--- src/rtl/spi_slave_pkg.sv ---
// Shared constants and state encoding for the SPI mode-0 responder.
//   SPI_BYTE_W    : serial word width
//   BIT_CNT_W     : width of the in-byte bit counter
//   IDLE_FILL_DEF : default byte shifted out when the tx buffer is empty
package spi_pkg;

   localparam int unsigned SPI_BYTE_W = 8;
   localparam int unsigned BIT_CNT_W  = 3;

   localparam logic [SPI_BYTE_W-1:0] IDLE_FILL_DEF = 8'h00;

   typedef enum logic [1:0] {
      ST_IDLE  = 2'd0,
      ST_LOAD  = 2'd1,
      ST_SHIFT = 2'd2
   } spi_state_e;

endpackage

--- src/rtl/spi_slave_in_sync.sv ---
// Multi-flop synchroniser for an asynchronous input with edge detection.
//   clk, rst     : system clock, asynchronous active-low reset
//   d            : asynchronous input
//   q            : synchronised level
//   rise_c/fall_c: single-cycle edge strobes derived from q and its history flop
module spi_in_sync #(
   parameter int unsigned SYNC_STAGES = 2,
   parameter logic        RST_VAL     = 1'b0
) (
   input  logic clk,
   input  logic rst,
   input  logic d,
   output logic q,
   output logic rise_c,
   output logic fall_c
);

   logic [SYNC_STAGES-1:0] sync;
   logic                   hist;

   // Synchroniser chain plus one history flop for edge detection
   always_ff @(posedge clk or negedge rst) begin
      if (!rst) begin
         sync <= {SYNC_STAGES{RST_VAL}};
         hist <= RST_VAL;
      end else begin
         sync <= {sync[SYNC_STAGES-2:0], d};
         hist <= sync[SYNC_STAGES-1];
      end
   end

   assign q      = sync[SYNC_STAGES-1];
   assign rise_c = q & ~hist;
   assign fall_c = ~q & hist;

endmodule

--- src/rtl/spi_slave.sv ---
// SPI mode-0 responder, MSB first, oversampling ss/sck/mosi in the clk domain.
//   clk, rst    : system clock (>= 8x sck), asynchronous active-low reset
//   ss, sck,mosi: SPI bus inputs (asynchronous)
//   miso,miso_oe: serial data out (0 when deselected) and pad enable
//   tx_data/tx_load/tx_ready : one-deep transmit buffer interface
//   rx_data/rx_valid         : last received byte and its update strobe
//   busy, tx_underrun, frame_abort : status and event pulses
// Optional feature macro SPI_SLAVE_CHIP_RDY_EN adds chip_rdy_n, which holds
// miso high and ignores sck before the first sck rise of a frame.
module spi_slave
   import spi_pkg::*;
#(
   parameter int unsigned            SYNC_STAGES = 2,
   parameter logic [SPI_BYTE_W-1:0]  IDLE_FILL   = IDLE_FILL_DEF
) (
   input  logic                  clk,
   input  logic                  rst,
   input  logic                  ss,
   input  logic                  sck,
   input  logic                  mosi,
   output logic                  miso,
   output logic                  miso_oe,
   input  logic [SPI_BYTE_W-1:0] tx_data,
   input  logic                  tx_load,
   output logic                  tx_ready,
   output logic [SPI_BYTE_W-1:0] rx_data,
   output logic                  rx_valid,
   output logic                  busy,
   output logic                  tx_underrun,
   output logic                  frame_abort
`ifdef SPI_SLAVE_CHIP_RDY_EN
   ,
   input  logic                  chip_rdy_n
`endif
);

   spi_state_e               state;
   logic [BIT_CNT_W-1:0]     bit_cnt;
   logic                     started;
   logic [SPI_BYTE_W-1:0]    tx_sh;
   logic [SPI_BYTE_W-2:0]    rx_sh;
   logic [SPI_BYTE_W-1:0]    tx_buf;
   logic [SYNC_STAGES-1:0]   mosi_sync;

   logic ss_s, ss_rise_c, ss_fall_c;
   logic sck_s, sck_rise_c, sck_fall_c;
   logic mosi_s;
   logic hold_c, rise_ok_c, reload_c, underrun_c;
   logic [SPI_BYTE_W-1:0] reload_byte_c;

   spi_in_sync #(.SYNC_STAGES(SYNC_STAGES), .RST_VAL(1'b1)) u_ss_sync (
      .clk(clk), .rst(rst), .d(ss), .q(ss_s), .rise_c(ss_rise_c), .fall_c(ss_fall_c)
   );

   spi_in_sync #(.SYNC_STAGES(SYNC_STAGES), .RST_VAL(1'b0)) u_sck_sync (
      .clk(clk), .rst(rst), .d(sck), .q(sck_s), .rise_c(sck_rise_c), .fall_c(sck_fall_c)
   );

   // mosi needs the same latency as sck, but no edge detection
   always_ff @(posedge clk or negedge rst) begin
      if (!rst) mosi_sync <= '0;
      else      mosi_sync <= {mosi_sync[SYNC_STAGES-2:0], mosi};
   end
   assign mosi_s = mosi_sync[SYNC_STAGES-1];

   // Ready-handshake window: only before the frame's first accepted sck rise
`ifdef SPI_SLAVE_CHIP_RDY_EN
   assign hold_c = ~started & (bit_cnt == '0) & chip_rdy_n;
`else
   assign hold_c = 1'b0;
`endif

   // Reload decision and the byte that the reload would take
   always_comb begin
      rise_ok_c     = sck_rise_c & ~hold_c;
      reload_c      = 1'b0;
      reload_byte_c = IDLE_FILL;
      underrun_c    = 1'b0;
      case (state)
         ST_LOAD:  reload_c = ~ss_s;
         ST_SHIFT: reload_c = ~ss_rise_c & ~rise_ok_c & sck_fall_c & started & (bit_cnt == '0);
         default:  reload_c = 1'b0;
      endcase
      if (!tx_ready)    reload_byte_c = tx_buf;
      else if (tx_load) reload_byte_c = tx_data;
      else              underrun_c    = 1'b1;
   end

   // Transmit buffer: a reload frees it in the same cycle a new byte may land
   always_ff @(posedge clk or negedge rst) begin
      if (!rst) begin
         tx_buf   <= '0;
         tx_ready <= 1'b1;
      end else if (reload_c) begin
         if (!tx_ready && tx_load) tx_buf <= tx_data;
         else                      tx_ready <= 1'b1;
      end else if (tx_load && tx_ready) begin
         tx_buf   <= tx_data;
         tx_ready <= 1'b0;
      end
   end

   // Frame FSM with shifters and registered outputs
   always_ff @(posedge clk or negedge rst) begin
      if (!rst) begin
         state       <= ST_IDLE;
         bit_cnt     <= '0;
         started     <= 1'b0;
         tx_sh       <= '0;
         rx_sh       <= '0;
         rx_data     <= '0;
         rx_valid    <= 1'b0;
         miso        <= 1'b0;
         miso_oe     <= 1'b0;
         busy        <= 1'b0;
         tx_underrun <= 1'b0;
         frame_abort <= 1'b0;
      end else begin
         rx_valid    <= 1'b0;
         tx_underrun <= 1'b0;
         frame_abort <= 1'b0;
         miso_oe     <= ~ss_s;
         busy        <= ~ss_s;
         case (state)
            ST_IDLE: begin
               miso    <= 1'b0;
               bit_cnt <= '0;
               started <= 1'b0;
               if (ss_fall_c) state <= ST_LOAD;
            end
            ST_LOAD: begin
               bit_cnt <= '0;
               started <= 1'b0;
               if (ss_s) begin
                  miso  <= 1'b0;
                  state <= ST_IDLE;
               end else begin
                  tx_sh       <= reload_byte_c;
                  tx_underrun <= underrun_c;
                  miso        <= hold_c | reload_byte_c[SPI_BYTE_W-1];
                  state       <= ST_SHIFT;
               end
            end
            ST_SHIFT: begin
               if (ss_rise_c) begin
                  // Partial byte and pending shifter content are discarded
                  frame_abort <= (bit_cnt != '0);
                  bit_cnt     <= '0;
                  started     <= 1'b0;
                  miso        <= 1'b0;
                  state       <= ST_IDLE;
               end else if (rise_ok_c) begin
                  rx_sh   <= {rx_sh[SPI_BYTE_W-3:0], mosi_s};
                  bit_cnt <= bit_cnt + BIT_CNT_W'(1);
                  started <= 1'b1;
                  if (bit_cnt == '1) begin
                     rx_data  <= {rx_sh, mosi_s};
                     rx_valid <= 1'b1;
                  end
               end else if (reload_c) begin
                  tx_sh       <= reload_byte_c;
                  tx_underrun <= underrun_c;
                  miso        <= reload_byte_c[SPI_BYTE_W-1];
               end else if (sck_fall_c && started) begin
                  tx_sh <= tx_sh << 1;
                  miso  <= tx_sh[SPI_BYTE_W-2];
               end else begin
                  miso <= hold_c | tx_sh[SPI_BYTE_W-1];
               end
            end
            default: state <= ST_IDLE;
         endcase
      end
   end

endmodule

--- config.mk ---
export PLATFORM = sky130hd
export DESIGN_NAME = spi_slave
export DESIGN_NICKNAME = d
export VERILOG_FILES = /design/src/rtl/spi_slave_pkg.sv /design/src/rtl/spi_slave_in_sync.sv /design/src/rtl/spi_slave.sv
export SDC_FILE = /design/constraint.sdc
export NUM_CORES = 1
export LEC_CHECK = 0
export CORE_MARGIN = 8
export CORE_UTILIZATION = 50
export DETAILED_ROUTE_END_ITERATION = 7
export PLACE_DENSITY = 0.81
export SETUP_SLACK_MARGIN = 0.5
export SYNTH_ARGS = -nofsm -noshare
export SYNTH_HDL_FRONTEND = slang
export SYNTH_SLANG_ARGS = --single-unit
--- constraint.sdc ---
create_clock -name clk -period 1.8 [get_ports clk]
set_input_delay 0.36 -clock clk [delete_from_list [all_inputs] [get_ports clk]]
set_output_delay 0.36 -clock clk [all_outputs]
set_load 0.1 [all_outputs]
Word-level counts from Yosys, hierarchy flattened
Index checks and enable logic that the tools add are counted.
- register bits after elaboration: 51
- input port bits: 14
- output and inout bits: 15
- logic and storage cells: 110
- $add $sub $neg: 1
- equal/unequal tests: 13
- mux-type cells: 44
- bitwise logic cells: 14
- reductions and logical operators: 20
- operators by type and width (kind ; count):
    8-bit two-way mux ; 10
    1-bit two-way mux ; 22
    8-bit case mux with 2 select lines ; 1
    2-bit != test (second input constant) ; 6
    2-bit AND reduction ; 5
    3-bit != test (second input constant) ; 3
    1-bit AND ; 8
    2-bit two-way mux ; 3
    3-bit two-way mux ; 2
    1-bit NOT ; 6
    1-bit case mux with 2 select lines ; 3
    2-bit case mux with 3 select lines ; 1
    3-bit case mux with 2 select lines ; 1
    2-bit nonzero test ; 3
    3-bit nonzero test ; 2
    5-bit AND reduction ; 1
    4-bit AND reduction ; 1
    3-bit by 1-bit adder with 3-bit output (second input constant) ; 1
    3-bit equality test (second input constant) ; 1
    1-bit logical AND ; 3
    3-bit zero test ; 1
    1-bit case mux with 3 select lines ; 1
    3-bit AND reduction ; 1
    2-bit by 1-bit equality test with 1-bit output (second input constant) ; 1
    other kinds (5) ; 5

Longest topological paths before layout
Gate-level depths: netlist of run 1.
- depth in word-level cells: 12
- depth in mapped cells: 8
- depth with buffers taken out: 6

Modules after synthesis
From an unflattened synthesis of run 1, not the netlist that was laid out.
- cells, all modules: 210
- area, all modules: 2342.2 um^2
- by module, submodules not included (module ; times used ; cells each ; area an instance (um^2) ; sequential area each (um^2)):
    spi_slave ; 1 ; 200 ; 2158.3 ; 1127.3
    spi_in_sync (u_ss_sync) ; 1 ; 5 ; 93.8 ; 78.8
    spi_in_sync (u_sck_sync) ; 1 ; 5 ; 90.1 ; 75.1

Worst setup path after synthesis of run 1
No wires, ideal clock.
- path kind: register to register
- start: reg tx_ready
- end: reg tx_buf[0]
- setup time: 0.141 ns
- arrival: 1.867 ns
- data required time: 1.659 ns
- slack: -0.208 ns
- stages on the path, launching flop included: 6
- buffers on the path: 2
- period minus slack after synthesis: 2.008 ns
- cells stage by stage: dfstp_2 > clkbuf_1 > clkbuf_1 > nand3_1 > o2111ai_1 > o211ai_1
- word-level cells in the longest chain between the ends: 4
- elaborated cells on any way between the ends: 6
- those cells by class: eq/ne: 1; reduce/logical: 5
- RTL lines (element ; line ; RTL):
    start: declaration ; spi_slave.sv:25 ; output logic tx_ready,
    start signal: assignment ; spi_slave.sv:93 ; tx_ready <= 1'b1;
    start signal: assignment ; spi_slave.sv:96 ; else tx_ready <= 1'b1;
    start signal: assignment ; spi_slave.sv:99 ; tx_ready <= 1'b0;
    1-bit zero test ; spi_slave.sv:95 ; if (!tx_ready && tx_load) tx_buf <= tx_data;
    1-bit logical AND ; spi_slave.sv:95 ;
    2-bit by 1-bit != test with 1-bit output (no line) ; - ;
    2-bit AND reduction (no line) (*) ; - ;
    end signal: assignment ; spi_slave.sv:95 ;
    end signal: assignment ; spi_slave.sv:98 ; tx_buf <= tx_data;
    end: declaration ; spi_slave.sv:42 ; logic [SPI_BYTE_W-1:0] tx_buf;
Every way passes the cells marked *; elsewhere a longest branch is shown, timed or not.
A chain may end at the register's enable or synchronous reset.

Worst setup path after layout of run 1
- start: reg bit_cnt[1]
- end: reg tx_sh[5]
- word-level cells in the longest chain between the ends: 7
- elaborated cells on any way between the ends: 9
- those cells by class: eq/ne: 1; mux: 5; bitwise: 1; reduce/logical: 2
- RTL lines (element ; line ; RTL):
    start: declaration ; spi_slave.sv:38 ; logic [BIT_CNT_W-1:0] bit_cnt;
    start signal: assignment ; spi_slave.sv:154 ; bit_cnt <= bit_cnt + BIT_CNT_W'(1);
    3-bit zero test (*) ; spi_slave.sv:81 ; ST_SHIFT: reload_c = ~ss_rise_c & ~rise_ok_c & sck_fall_c & started & (bit_cnt == '0);
    1-bit AND (*) ; spi_slave.sv:81 ;
    1-bit case mux with 2 select lines (*) ; spi_slave.sv:79 ; case (state)
    8-bit two-way mux ; spi_slave.sv:160 ; end else if (reload_c) begin
    8-bit two-way mux ; spi_slave.sv:152 ; end else if (rise_ok_c) begin
    8-bit two-way mux ; spi_slave.sv:145 ; if (ss_rise_c) begin
    8-bit case mux with 2 select lines ; spi_slave.sv:124 ; case (state)
    end signal: assignment ; spi_slave.sv:138 ; tx_sh <= reload_byte_c;
    end signal: assignment ; spi_slave.sv:161 ; tx_sh <= reload_byte_c;
    end signal: assignment ; spi_slave.sv:165 ; tx_sh <= tx_sh << 1;
    end: declaration ; spi_slave.sv:40 ; logic [SPI_BYTE_W-1:0] tx_sh;
Every way passes the cells marked *; elsewhere a longest branch is shown, timed or not. The select of a mux whose other input is x is not followed.

==> results of run 1 <==
flip-flops by register name (all words and copies together), names as in the netlist, 2 cells and up:
signal,flops
state,2
tx_sh,8
rx_sh,7
rx_data,8
u_sck_sync.sync,2
mosi_sync,2
tx_buf,8
bit_cnt,3
u_ss_sync.sync,2
worst min-delay path by stage:
stage,start,end,slack (ps),cells past startpoint
2_1_floorplan,rst,bit_cnt[0],60,0
3_3_place_gp,mosi_sync[0],mosi_sync[1],330,0
3_5_place_dp,mosi_sync[0],mosi_sync[1],340,0
4_1_cts,rst,rx_data[1],30,1
5_1_grt,rst,rx_sh[1],40,1
6_report,rst,rx_sh[1],10,1
Yosys cell counts, types with 2 or more instances:
cell type  instances  area, um^2
nor2_1             9        33.8
clkbuf_1          10        37.5
o211ai_1           8        60.1
dfrtp_1           47        1180
and3_1             2        12.5
or3_1              2        12.5
buf_1              2        7.51
ha_1               7        87.6
nand3_1           17        85.1
nor2b_1            3        18.8
buf_6              3        33.8
mux2_2             8        90.1
nand2b_1          13        81.3
inv_1             11        41.3
nand2_1           29         109
o31ai_1            8        60.1
a211oi_1           7        52.6
dfstp_2            4         105
nand4_1            8        50.1
a22o_1             2        17.5
a31o_2             2        17.5
o21ai_0            3        15.0
a21oi_1            6        30.0
o2111ai_1         17         149
nor3_1             2        10.0
power groups by stage:
stage	clock [uW]	combinational, uW	sequential, uW
after global placement	0	1850	1570
after global routing	741	2800	1620
final	690	2640	1600
after CTS	689	2310	1560
after floorplan	0	1320	1600
after detailed placement	0	1910	1580
per-stage QoR:
step	hold WS [ps]	power (uW)	setup TNS, ps
finish	9.76	4930	-1470
global route	38.6	5160	-3340
CTS	26.9	4560	-240
detailed placement	336	3490	-572
global placement	334	3430	-2.55
floorplan	64.4	2910	-11.3
cell families (layout without fill, tap and decap cells):
family | Yosys count | after routing | share of synthesized area (%)
fa+ha+maj | 7 | 7 | 3.40
buf+inv | 28 | 90 | 5.15
flops | 51 | 51 | 49.7
simple gates | 90 | 91 | 17.4
compound gates | 67 | 67 | 20.8
mux | 8 | 8 | 3.50
critical path, cell delays in order (launching register included):
cell and delay (ps):
dfrtp_1 420, inv_1 70, ha_2 220, nand2b_4 100, o31a_1 400, o211a_4 330, o31ai_1 290
timing repair:
| action | in CTS | in global routing |
|---|---|---|
| gates resized for setup | 36 | 15 |
| buffers inserted | 12 | 3 |
| pin swaps | 13 | 3 |
| cloned | 2 | 0 |
| endpoints found under the setup margin | 44 | 48 |
final cells by class:
| type | count | area [um^2] | share of cell area [%] |
|---|---|---|---|
| clock buffer | 6 | 72.6 | 1.91 |
| clock inverter | 2 | 16.3 | 0.429 |
| inverter | 11 | 41.3 | 1.09 |
| multi-input combinational | 173 | 1480 | 39.1 |
| sequential | 51 | 1290 | 34.0 |
| tap | 70 | 87.6 | 2.31 |
| timing repair buffer | 71 | 800 | 21.1 |
routing by layer:
layer	vias up	part of all wire (%)	routed length, um
met5	-	0	0
met4	0	4.1	335
met3	38	6.1	489
met2	142	52	4190
met1	1210	38	3060
li1	1058	-	-
==> run_results.csv, run 1 <==
group,metric,value,unit
status,status,"complete, but fails checks",
status,failed_checks,"setup timing",
cells_and_area,final_area,3790,um^2
synth,synth_seq_cells,51,
synth,synth_edf_count,0,
cells_and_area,antenna-diode-count,0,
worst_setup_path,crit_fanout,8,
placement,place_inst,359,
power_and_ir_drop,p_sw_share,43.6,%
floorplan,core_area,5040,um^2
route,route.vias.total,2448,
worst_setup_path,r2r_cells,6,
global_routing,grt_pass1_vias,2563,
clock_tree,cts_max_path_buffers,2,
global_routing,use_met1,23.2,%
placement,io_buffers,28,
worst_setup_path,rrSetupSlack,-140,ps
global_routing,met2_usage,36.0,%
clock_tree,clk_pin_slew,100,ps
synth,synth.distinct_cells,46,
cells_and_area,nNetsFinal,334,
sta,rsz0062_at_grt,"true",
placement,dpl_cell_area,3300,um^2
cells_and_area,fillCellCount,288,
worst_setup_path,path_class,"reg2reg",
worst_setup_path,reg2reg_from,"bit_cnt[1]",
global_routing,grt_pass1_wl,12500,um
global_routing,gr-usage-met3,5.16,%
synth,synth-main-ff-cell,"dfrtp_1",
power_and_ir_drop,power.internal,2780,uW
route,viasPerCell,6.38,
synth,ys_warn_count,0,
worst_setup_path,crit_path_start,"bit_cnt[1]",
clock_tree,cts_tree,"done",
power_and_ir_drop,power_switching,2150,uW
cells_and_area,drive_gt1_share,42.0,%
worst_setup_path,worstPathRequired,2020,ps
global_routing,grt_max_degree,30,
synth,syn_area_per_cell,10.3,um^2
worst_setup_path,cp-endpoint,"tx_sh[5]",
synth,syn_inst,251,
power_and_ir_drop,static-leakage-power,0.00164,uW
floorplan,die_x,87.8,um
clock_tree,cts_root_buf,"clkbuf_8",
clock_tree,cts_max_level,2,
sta,worst_clock_skew,15.7,ps
clock_tree,cts_hold_buffers,0,
clock_tree,numCtsBuffers,5,
sta,worst-slew-pin-transition,534,ps
global_routing,grt_overflow,0,
power_and_ir_drop,combPwrFrac,53.6,%
floorplan,ios,29,
route,drc,0,
cells_and_area,syn2layout_area_growth,47.1,%
route,ant_nets,0,
clock_tree,clock_latency,320,ps
placement,dpl_worst_slack,-99.7,ps
global_routing,track_usage,21.1,%
floorplan,row_count,26,
route,routed_wl,8080,um
sta,drv_slew,0,
placement,place.gp.congestion,0.871,
cells_and_area,final_core_util,75.2,%
sta,final.period_utilization,108,%
sta,period_minus_slack,1940,ps
global_routing,antenna_found_initial,0,
power_and_ir_drop,power_frac_seq,32.4,%
worst_setup_path,cp-end-kind,"flop",
global_routing,busiest_layer,"met2",
synth,ys_seq_area_share,49.7,%
synth,synthArstFlopShare,100,%
synth,syn_nets,272,
power_and_ir_drop,peakVddDrop,0.704,mV
power_and_ir_drop,pwr-share-clk,14.0,%
floorplan,dieHeight,87.8,um
placement,dpl.hpwl,4710,um
worst_setup_path,crit-reg2reg-capture,"tx_sh[5]",
power_and_ir_drop,power_density,1300,nW/um^2
worst_setup_path,arrival,2150,ps
route,firstDrtPassIters,7,
clock_tree,cts_sinks,51,
synth,syn_area,2580,um^2
hold_path,hp-class,"in2async",
floorplan,fp.dieArea,7710,um^2
sta,fmax,516,MHz
run,cap_violations,0,
sta,setup_slack,-140,ps
route,drtIter0Drc,221,
route,wl_per_cell,21.0,um
floorplan,initial_core_util,51.1,%
sta,maxSlewHeadroom,64.4,%
sta,finalSetupViolations,19,
cells_and_area,layout_commonest_cell,"dfrtp_1",
worst_setup_path,start_kind,"flop",
cells_and_area,mostFrequentLayoutCells,"45 x dfrtp_1, 33 x buf_4, 28 x nand2_1",
sta,finalHoldViolations,0,
cells_and_area,finalNonFillerCells,384,
Power figures use the tool's default switching activity.
==> inputs of run 2 (changes only) <==
==> constraint.sdc (replaced) <==
create_clock -name clk -period 1.6 [get_ports clk]
set_input_delay 0.32 -clock clk [delete_from_list [all_inputs] [get_ports clk]]
set_output_delay 0.32 -clock clk [all_outputs]
set_load 0.1 [all_outputs]
==> run_results.csv, run 2 (same netlist as run 1, synthesis figures left out) <==
group,metric,value,unit
status,status,"complete, but fails checks",
status,failed_checks,"hold timing, setup timing",
hold_path,hp-class,"in2async",
run,cap_violations,0,
floorplan,dieHeight,87.8,um
placement,dpl.hpwl,4990,um
clock_tree,cts_max_level,2,
clock_tree,cts_root_buf,"clkbuf_8",
route,viasPerCell,6.17,
floorplan,row_count,26,
sta,worst_clock_skew,7.92,ps
sta,worst-slew-pin-transition,506,ps
clock_tree,cts_max_path_buffers,2,
cells_and_area,syn2layout_area_growth,57.2,%
cells_and_area,nNetsFinal,362,
floorplan,initial_core_util,51.1,%
floorplan,ios,29,
global_routing,grt_pass1_vias,2612,
route,route.vias.total,2543,
sta,maxSlewHeadroom,66.3,%
clock_tree,numCtsBuffers,5,
placement,place.gp.congestion,0.882,
global_routing,grt_max_degree,21,
power_and_ir_drop,static-leakage-power,0.00178,uW
sta,rsz0062_at_grt,"true",
cells_and_area,mostFrequentLayoutCells,"50 x buf_4, 34 x dfrtp_1, 21 x nand2_1",
worst_setup_path,crit_fanout,5,
worst_setup_path,r2r_cells,9,
floorplan,die_x,87.8,um
sta,final.period_utilization,123,%
worst_setup_path,arrival,2210,ps
floorplan,core_area,5040,um^2
clock_tree,cts_sinks,51,
worst_setup_path,cp-end-kind,"flop",
sta,setup_slack,-369,ps
worst_setup_path,path_class,"reg2reg",
route,ant_nets,0,
cells_and_area,reg.largest.list,"rx_data (8), tx_buf (8), tx_sh (8)",
route,wl_per_cell,21.0,um
cells_and_area,antenna-diode-count,0,
power_and_ir_drop,peakVddDrop,0.829,mV
clock_tree,clk_pin_slew,100,ps
route,routed_wl,8670,um
global_routing,track_usage,22.2,%
worst_setup_path,start_kind,"flop",
cells_and_area,drive_gt1_share,48.8,%
power_and_ir_drop,p_total,5850,uW
clock_tree,clock_latency,310,ps
sta,fmax,508,MHz
cells_and_area,fillCellCount,251,
sta,setup_tns,-9450,ps
sta,period_minus_slack,1970,ps
route,firstDrtPassIters,5,
sta,drv_slew,0,
route,drtIter0Drc,140,
floorplan,fp.dieArea,7710,um^2
global_routing,grt_overflow,0,
placement,io_buffers,28,
cells_and_area,layout_commonest_cell,"buf_4",
clock_tree,cts_tree,"done",
global_routing,grt_pass1_wl,13300,um
power_and_ir_drop,power_density,1450,nW/um^2
sta,finalHoldViolations,17,
sta,holdWs,-39.7,ps
worst_setup_path,worstPathRequired,1840,ps
route,drc,0,
global_routing,antenna_found_initial,0,
sta,finalSetupViolations,39,
## run 2: stage by stage
step           std cells  area [um^2]  util [%]  setup slack [ps]
6_report             412         4050      80.3              -369
5_1_grt              412         4050      80.3              -457
3_5_place_dp         377         3440      68.3              -278
4_1_cts              404         3910      77.5              -228
3_3_place_gp         377         3440      68.3              -208
2_1_floorplan        251         2710         -              -202
## run 2: routing by layer
layer	part of all wire, %	global-route usage [%]
met1	38	25.0
met2	53	39.5
met3	5.8	4.41
met4	3.0	9.22
met5	0	0
## run 2: path summary, 6_finish.rpt
check	slack, ps	end	startpoint
min in group clk	360	u_ss_sync.sync[1]	u_ss_sync.sync[0]
max	-370	tx_buf[6]	state[0]
min reg2reg	360	u_ss_sync.sync[1]	u_ss_sync.sync[0]
max reg2reg	-370	tx_buf[6]	state[0]
max in group asynchronous	1030	frame_abort	rst
min	-40	miso	rst
## run 2: worst max-delay path, cell delays in order (launching register included)
cell and delay [ps]:
dfrtp_1 390, inv_2 80, ha_4 140, nand4b_1 250, buf_4 260, o31ai_4 270, buf_4 190, buf_6 120
nand4_1 100, o211ai_1 100
## run 2: layout make-up
class / count / area (um^2) / area share, %
Sequential cell: 51 / 1300 / 32.2
Timing Repair Buffer: 98 / 1070 / 26.5
Tap cell: 70 / 87.6 / 2.16
Clock inverter: 3 / 18.8 / 0.464
Inverter: 11 / 48.8 / 1.21
Clock buffer: 5 / 68.8 / 1.70
Multi-Input combinational cell: 174 / 1450 / 35.8
## run 2: report_power, final
part | total [uW] | internal [uW] | switching [uW] | leakage [uW]
Clock | 764 | 309 | 455 | 0.0000483
Sequential | 1760 | 1550 | 210 | 0.000642
Combinational | 3330 | 1580 | 1750 | 0.00109
## run 2: repair_timing
| item | in CTS | in global routing |
|---|---|---|
| setup endpoints to repair | 57 | 57 |
| pin swaps | 15 | 6 |
| hold endpoints to repair | 17 | 17 |
| setup buffers | 14 | 8 |
| gates cloned | 5 | 0 |
| resized for setup | 51 | 17 |
